===== src/rtl/xnor_pkg.sv =====
// Shared definitions for the XNOR scrambling path.
// Used by both the RX decoder and the TX encoder.
package xnor_pkg;

  localparam int         WIDTH_DEF     = 8;
  localparam logic [7:0] LFSR_TAPS_DEF = 8'hB8;

  typedef enum logic {
    NOKEY,
    RUN
  } state_t;

  function automatic logic [7:0] lfsr_step(
    input logic [7:0] k,
    input logic [7:0] taps
  );
    return k[0] ? ((k >> 1) ^ taps) : (k >> 1);
  endfunction

endpackage


===== src/rtl/xnor_lfsr8.sv =====
// Keystream register: seed load, Galois advance, or hold.
// The parent guarantees load and adv are never both high.
module xnor_lfsr8
  import xnor_pkg::*;
#(
  parameter logic [7:0] TAPS = LFSR_TAPS_DEF
) (
  input  logic       clk,
  input  logic       rst,
  input  logic       load,
  input  logic [7:0] seed,
  input  logic       adv,
  output logic [7:0] key
);

  always_ff @(posedge clk or posedge rst) begin
    if (rst) begin
      key <= 8'h00;
    end else begin
      unique case (1'b1)
        load:    key <= seed;
        adv:     key <= lfsr_step(key, TAPS);
        default: key <= key;
      endcase
    end
  end

endmodule


===== src/rtl/xnor_stream_decoder.sv =====
// RX side of the XNOR scrambler: plain = ~(enc ^ key), one byte
// per accepted transfer, with one output register stage.
module xnor_stream_decoder
  import xnor_pkg::*;
#(
  parameter int         WIDTH     = WIDTH_DEF,
  parameter logic [7:0] LFSR_TAPS = LFSR_TAPS_DEF,
  parameter bit         KEY_ADV   = 1'b1
) (
  input  logic             clk,
  input  logic             rst,
  input  logic             en,
  input  logic             key_load,
  input  logic [WIDTH-1:0] key_in,
  input  logic             in_valid,
  input  logic [WIDTH-1:0] in_data,
  output logic             in_ready,
  output logic             out_valid,
  output logic [WIDTH-1:0] out_data,
  input  logic             out_ready,
  output logic             keyed,
  output logic [7:0]       byte_cnt
);

  state_t           state;
  logic [WIDTH-1:0] key;
  logic             accept;
  logic             drain;

  // Re-key wins over any transfer, so ready drops in that cycle.
  assign in_ready = (state == RUN) & en & ~key_load
                  & (~out_valid | out_ready);
  assign accept   = in_valid & in_ready;
  assign drain    = out_valid & out_ready;

  xnor_lfsr8 #(
    .TAPS (LFSR_TAPS)
  ) u_lfsr (
    .clk  (clk),
    .rst  (rst),
    .load (key_load),
    .seed (key_in),
    .adv  (accept & KEY_ADV),
    .key  (key)
  );

  always_ff @(posedge clk or posedge rst) begin
    if (rst) begin
      state     <= NOKEY;
      out_valid <= 1'b0;
      out_data  <= '0;
      keyed     <= 1'b0;
      byte_cnt  <= 8'h00;
    end else begin
      unique case (state)
        NOKEY: begin
          if (key_load) begin
            state    <= RUN;
            keyed    <= 1'b1;
            byte_cnt <= 8'h00;
          end
        end
        RUN: begin
          if (key_load) begin
            out_valid <= 1'b0;
            byte_cnt  <= 8'h00;
          end else if (accept) begin
            out_data  <= ~(in_data ^ key);
            out_valid <= 1'b1;
            byte_cnt  <= byte_cnt + 8'd1;
          end else if (drain) begin
            out_valid <= 1'b0;
          end
        end
        default: state <= NOKEY;
      endcase
    end
  end

endmodule


===== config.mk =====
export PLATFORM = sky130hd
export DESIGN_NAME = xnor_stream_decoder
export DESIGN_NICKNAME = d
export VERILOG_FILES = /design/src/rtl/xnor_pkg.sv /design/src/rtl/xnor_lfsr8.sv /design/src/rtl/xnor_stream_decoder.sv
export SDC_FILE = /design/constraint.sdc
export NUM_CORES = 1
export LEC_CHECK = 0
export ABC_AREA = 1
export CAP_MARGIN = 20
export CORE_MARGIN = 3
export CORE_UTILIZATION = 42
export DETAILED_ROUTE_END_ITERATION = 8
export GPL_TIMING_DRIVEN = 0
export HOLD_SLACK_MARGIN = 0.02
export PLACE_DENSITY = 0.86
export SLEW_MARGIN = 5
export SYNTH_ARGS = -nofsm -noshare
export SYNTH_HDL_FRONTEND = slang
export SYNTH_HIERARCHICAL = 1
export SYNTH_SLANG_ARGS = --single-unit

===== constraint.sdc =====
create_clock -name clk -period 1.2 [get_ports clk]
set_input_delay 0.24 -clock clk [delete_from_list [all_inputs] [get_ports clk]]
set_output_delay 0.24 -clock clk [all_outputs]
set_load 0.01 [all_outputs]

==> impl_metrics.py <==
metrics = {
    "layout": {
        "antenna-diode-count": 0,
        "drive_above_1_share_pct": 44.5,
        "syn_to_final_growth_pct": 60.4,
        "nets": 271,
        "n_fill_cell": 218,
    },
    "clocking": {
        "h-tree-depth": 1,
        "cts_sinks": 27,
        "numCtsBuffers": 3,
        "ctsHoldBuffers": 0,
        "cts_tree": "built",
        "path_clk_slew_ns": 0.16,
        "clk_latency_ns": 0.33,
        "cts_max_path_buffers": 2,
        "root_buffer": "clkbuf_4",
    },
    "worst_setup_path": {
        "rr_endpoint": "byte_cnt[4]$_DFFE_PP0P_",
        "cpMostUsedCell": "nand2_2",
        "crit_slowest_cell": "dfrtp_1",
        "critPathMaxStageDelay_ns": 0.44,
        "worst-path-buf-inv": 1,
        "critical-path-top-delay-family": "flip-flops",
        "r2r_cells": 8,
        "path_depth": 8,
        "cp-end-kind": "register",
        "crit_chain": "buf_6 -> ha_4 -> nand3_4 -> nand2_2 -> nand2_2 -> nor2_2 -> nand3_1 -> o21ai_1",
        "reg2reg_setup_slack_ns": -0.24,
        "reg2reg_from": "byte_cnt[0]$_DFFE_PP0P_",
        "arrival_ns": 1.68,
        "critPathRequiredTime_ns": 1.44,
        "path_max_fanout": 4,
        "worstSetupStartpointType": "register",
        "critPathKind": "register to register",
    },
    "detailed_routing": {
        "vias_per_cell": 5.25,
        "drc_errors": 0,
        "ant_nets": 0,
        "drt_first_iter_violations": 131,
        "dr_total_vias": 1529,
        "dr.pass1.iters": 4,
        "wl_microns": 4800,
        "post_drt_wl_per_cell_microns": 16.5,
    },
    "floorplanning": {
        "fp.dieW_microns": 64.1,
        "ioPinCount": 41,
        "core_area_sq_um": 3130,
        "row_count": 20,
        "die_y_microns": 64.1,
        "initial_core_util_pct": 45.3,
        "die_area_sq_um": 4100,
    },
    "grt": {
        "grt_pass1_vias": 1448,
        "grt_max_degree": 20,
        "grt_pass1_wl_microns": 6560,
        "grt_antenna_before_repair": 0,
        "overflow": 0,
        "grtUsageTotal_pct": 20.3,
    },
    "run": {
        "maxCapViolCount": 0,
    },
    "sta": {
        "hold_viol_final": 0,
        "fmax_mhz": 694,
        "tightest_slew_ns": 0.763,
        "period_share_pct": 120,
        "fin_setup_tns_ns": -1.56,
        "fin_ws_ns": -0.241,
        "slew_headroom_pct": 49.1,
        "finalSetupViolCount": 19,
        "drv_slew": 0,
        "rsz0062_at_grt": "true",
        "hold_ws_ns": 0.169,
        "period_needed_ns": 1.44,
        "clock_skew_ns": 0.0119,
    },
    "pwr": {
        "seq_power_share_pct": 51.1,
        "peakVddDrop_uv": 474,
        "p_leak_nw": 1.11,
        "swShare_pct": 33.1,
        "power_switching_mw": 0.715,
        "pwr-share-clk_pct": 18.5,
        "power.density_nw_per_um2": 952,
        "comb_power_share_pct": 30.4,
        "internal_power_mw": 1.45,
    },
    "logic_synthesis": {
        "yosysUniqueCellTypes": 22,
        "synth_top_cell_by_area": "dfrtp_1",
        "ys_ff_latch": 27,
        "syn-mean-instance-area_sq_um": 7.91,
        "syn-cell-area_sq_um": 1420,
        "ys_seq_area_share_pct": 47.7,
        "syn_inst": 179,
        "ys_warn_count": 6,
        "synth_nets": 202,
        "netlist.area_leader.share_pct": 47.7,
        "netlist_top_cells_area": "dfrtp_1 48%, nand2_1 18%, nand3_1 5.3%, xor2_1 4.9%, inv_1 3.7%",
    },
    "min_path": {
        "hp-class": "primary input to asynchronous set/reset pin",
    },
    "placed_design": {
        "port-buffer-count": 40,
        "hpwl_microns": 2350,
        "place_congestion": 0.842,
    },
    "run_status": {
        "status": "finished with violations",
        "violations": "setup timing",
    },
}
[how the worst max path moves through the flow]
stage / slack (ns) / startpoint / to
3_5_place_dp: -0.97 / key_load / in_ready
6_report: -0.24 / byte_cnt[0]$_DFFE_PP0P_ / byte_cnt[4]$_DFFE_PP0P_
3_3_place_gp: -0.97 / key_load / in_ready
2_1_floorplan: -0.04 / state$_DFF_PP0_ / u_lfsr/key[0]$_DFFE_PP0P_
4_1_cts: -0.12 / out_valid$_DFFE_PP0P_ / in_ready
5_1_grt: -0.26 / byte_cnt[0]$_DFFE_PP0P_ / byte_cnt[4]$_DFFE_PP0P_
[registers in the layout (all words and copies together), names as in the netlist]
register    flops
byte_cnt        8
out_data        8
u_lfsr/key      8
keyed           1
out_valid       1
state           1
[routing by layer]
metal	track usage (%)	up-vias	wire, microns
met5	0	-	0
met4	8.09	0	208
met3	2.11	21	248
met2	36.8	72	2610
met1	24.1	739	1740
li1	-	697	-
[cell usage in the layout, fill, tap and decap left out, types with 2 or more instances in the layout]
cell type	count
a21oi_2	3
clkbuf_4	3
nand2_4	4
nand3_2	6
nand3_4	2
o21ai_2	9
clkbuf_2	7
dfrtp_2	2
nor2_2	4
buf_2	11
inv_1	14
o21ai_1	2
nand3_1	8
o21bai_1	2
nor2_4	7
nand2_2	14
dfrtp_1	25
xor2_1	8
clkdlybuf4s50_1	19
nand2_1	51
buf_4	13
nor2_1	5
inv_2	3
buf_6	14
[per-stage QoR]
step,instance area (sq um),setup WS [ns],power [mW],std cells,utilization (%)
after global placement,1880,-0.973,1.63,263,60.1
after global routing,2270,-0.259,2.27,291,72.6
after CTS,2070,-0.124,2.03,287,66.2
after floorplan,1420,-0.0359,1.35,179,-
after detailed placement,1880,-0.966,1.65,263,60.1
final,2270,-0.241,2.16,291,72.6
[Yosys cell counts]
library cell	number
nand3_4	1
o21ai_1	1
nor3b_2	1
nor2_4	1
nand2_2	1
dfrtp_1	27
ha_1	1
o21bai_1	2
nor2_2	3
inv_1	14
nor2_1	12
inv_2	4
xor2_1	8
nand2_1	68
inv_6	1
a21oi_1	3
o221ai_1	1
o21ai_0	10
or2_2	1
buf_6	3
nand4_1	1
nand3_1	15
[cell families (layout without fill, tap and decap cells)]
family / after synthesis / count (layout) / share of synthesized area, %
and+or+nand+nor: 104 / 104 / 32.1
buffers and inverters: 22 / 90 / 7.77
DFF: 27 / 27 / 47.7
xor gates and xnor gates: 8 / 8 / 4.95
AOI/OAI and AO/OA: 17 / 17 / 6.62
adders and majority gates: 1 / 1 / 0.883
[final cells by class]
cell class	count	area [sq um]	share of cell area (%)
Buffer	2	26.3	1.16
Clock buffer	3	22.5	0.991
Clock inverter	1	5.00	0.220
Inverter	19	83.8	3.69
Multi-Input combinational cell	130	841	37.0
Sequential cell	27	678	29.8
Tap cell	44	55.1	2.42
Timing Repair Buffer	65	561	24.7
[power by group through the flow]
stage / sequential (mW) / combinational, mW / clock (mW)
after floorplan: 1.14 / 0.210 / 0
after global placement: 1.12 / 0.508 / 0
after detailed placement: 1.12 / 0.525 / 0
after CTS: 1.10 / 0.533 / 0.400
after global routing: 1.12 / 0.713 / 0.433
final: 1.11 / 0.656 / 0.400
[timing repair]
item,in CTS,in global routing
endpoints found under the setup margin,43,36
pin swaps,10,17
setup buffers,19,4
cloned,2,0
gates resized for setup,83,76
Note: power is estimated with default switching activity, not from simulation.
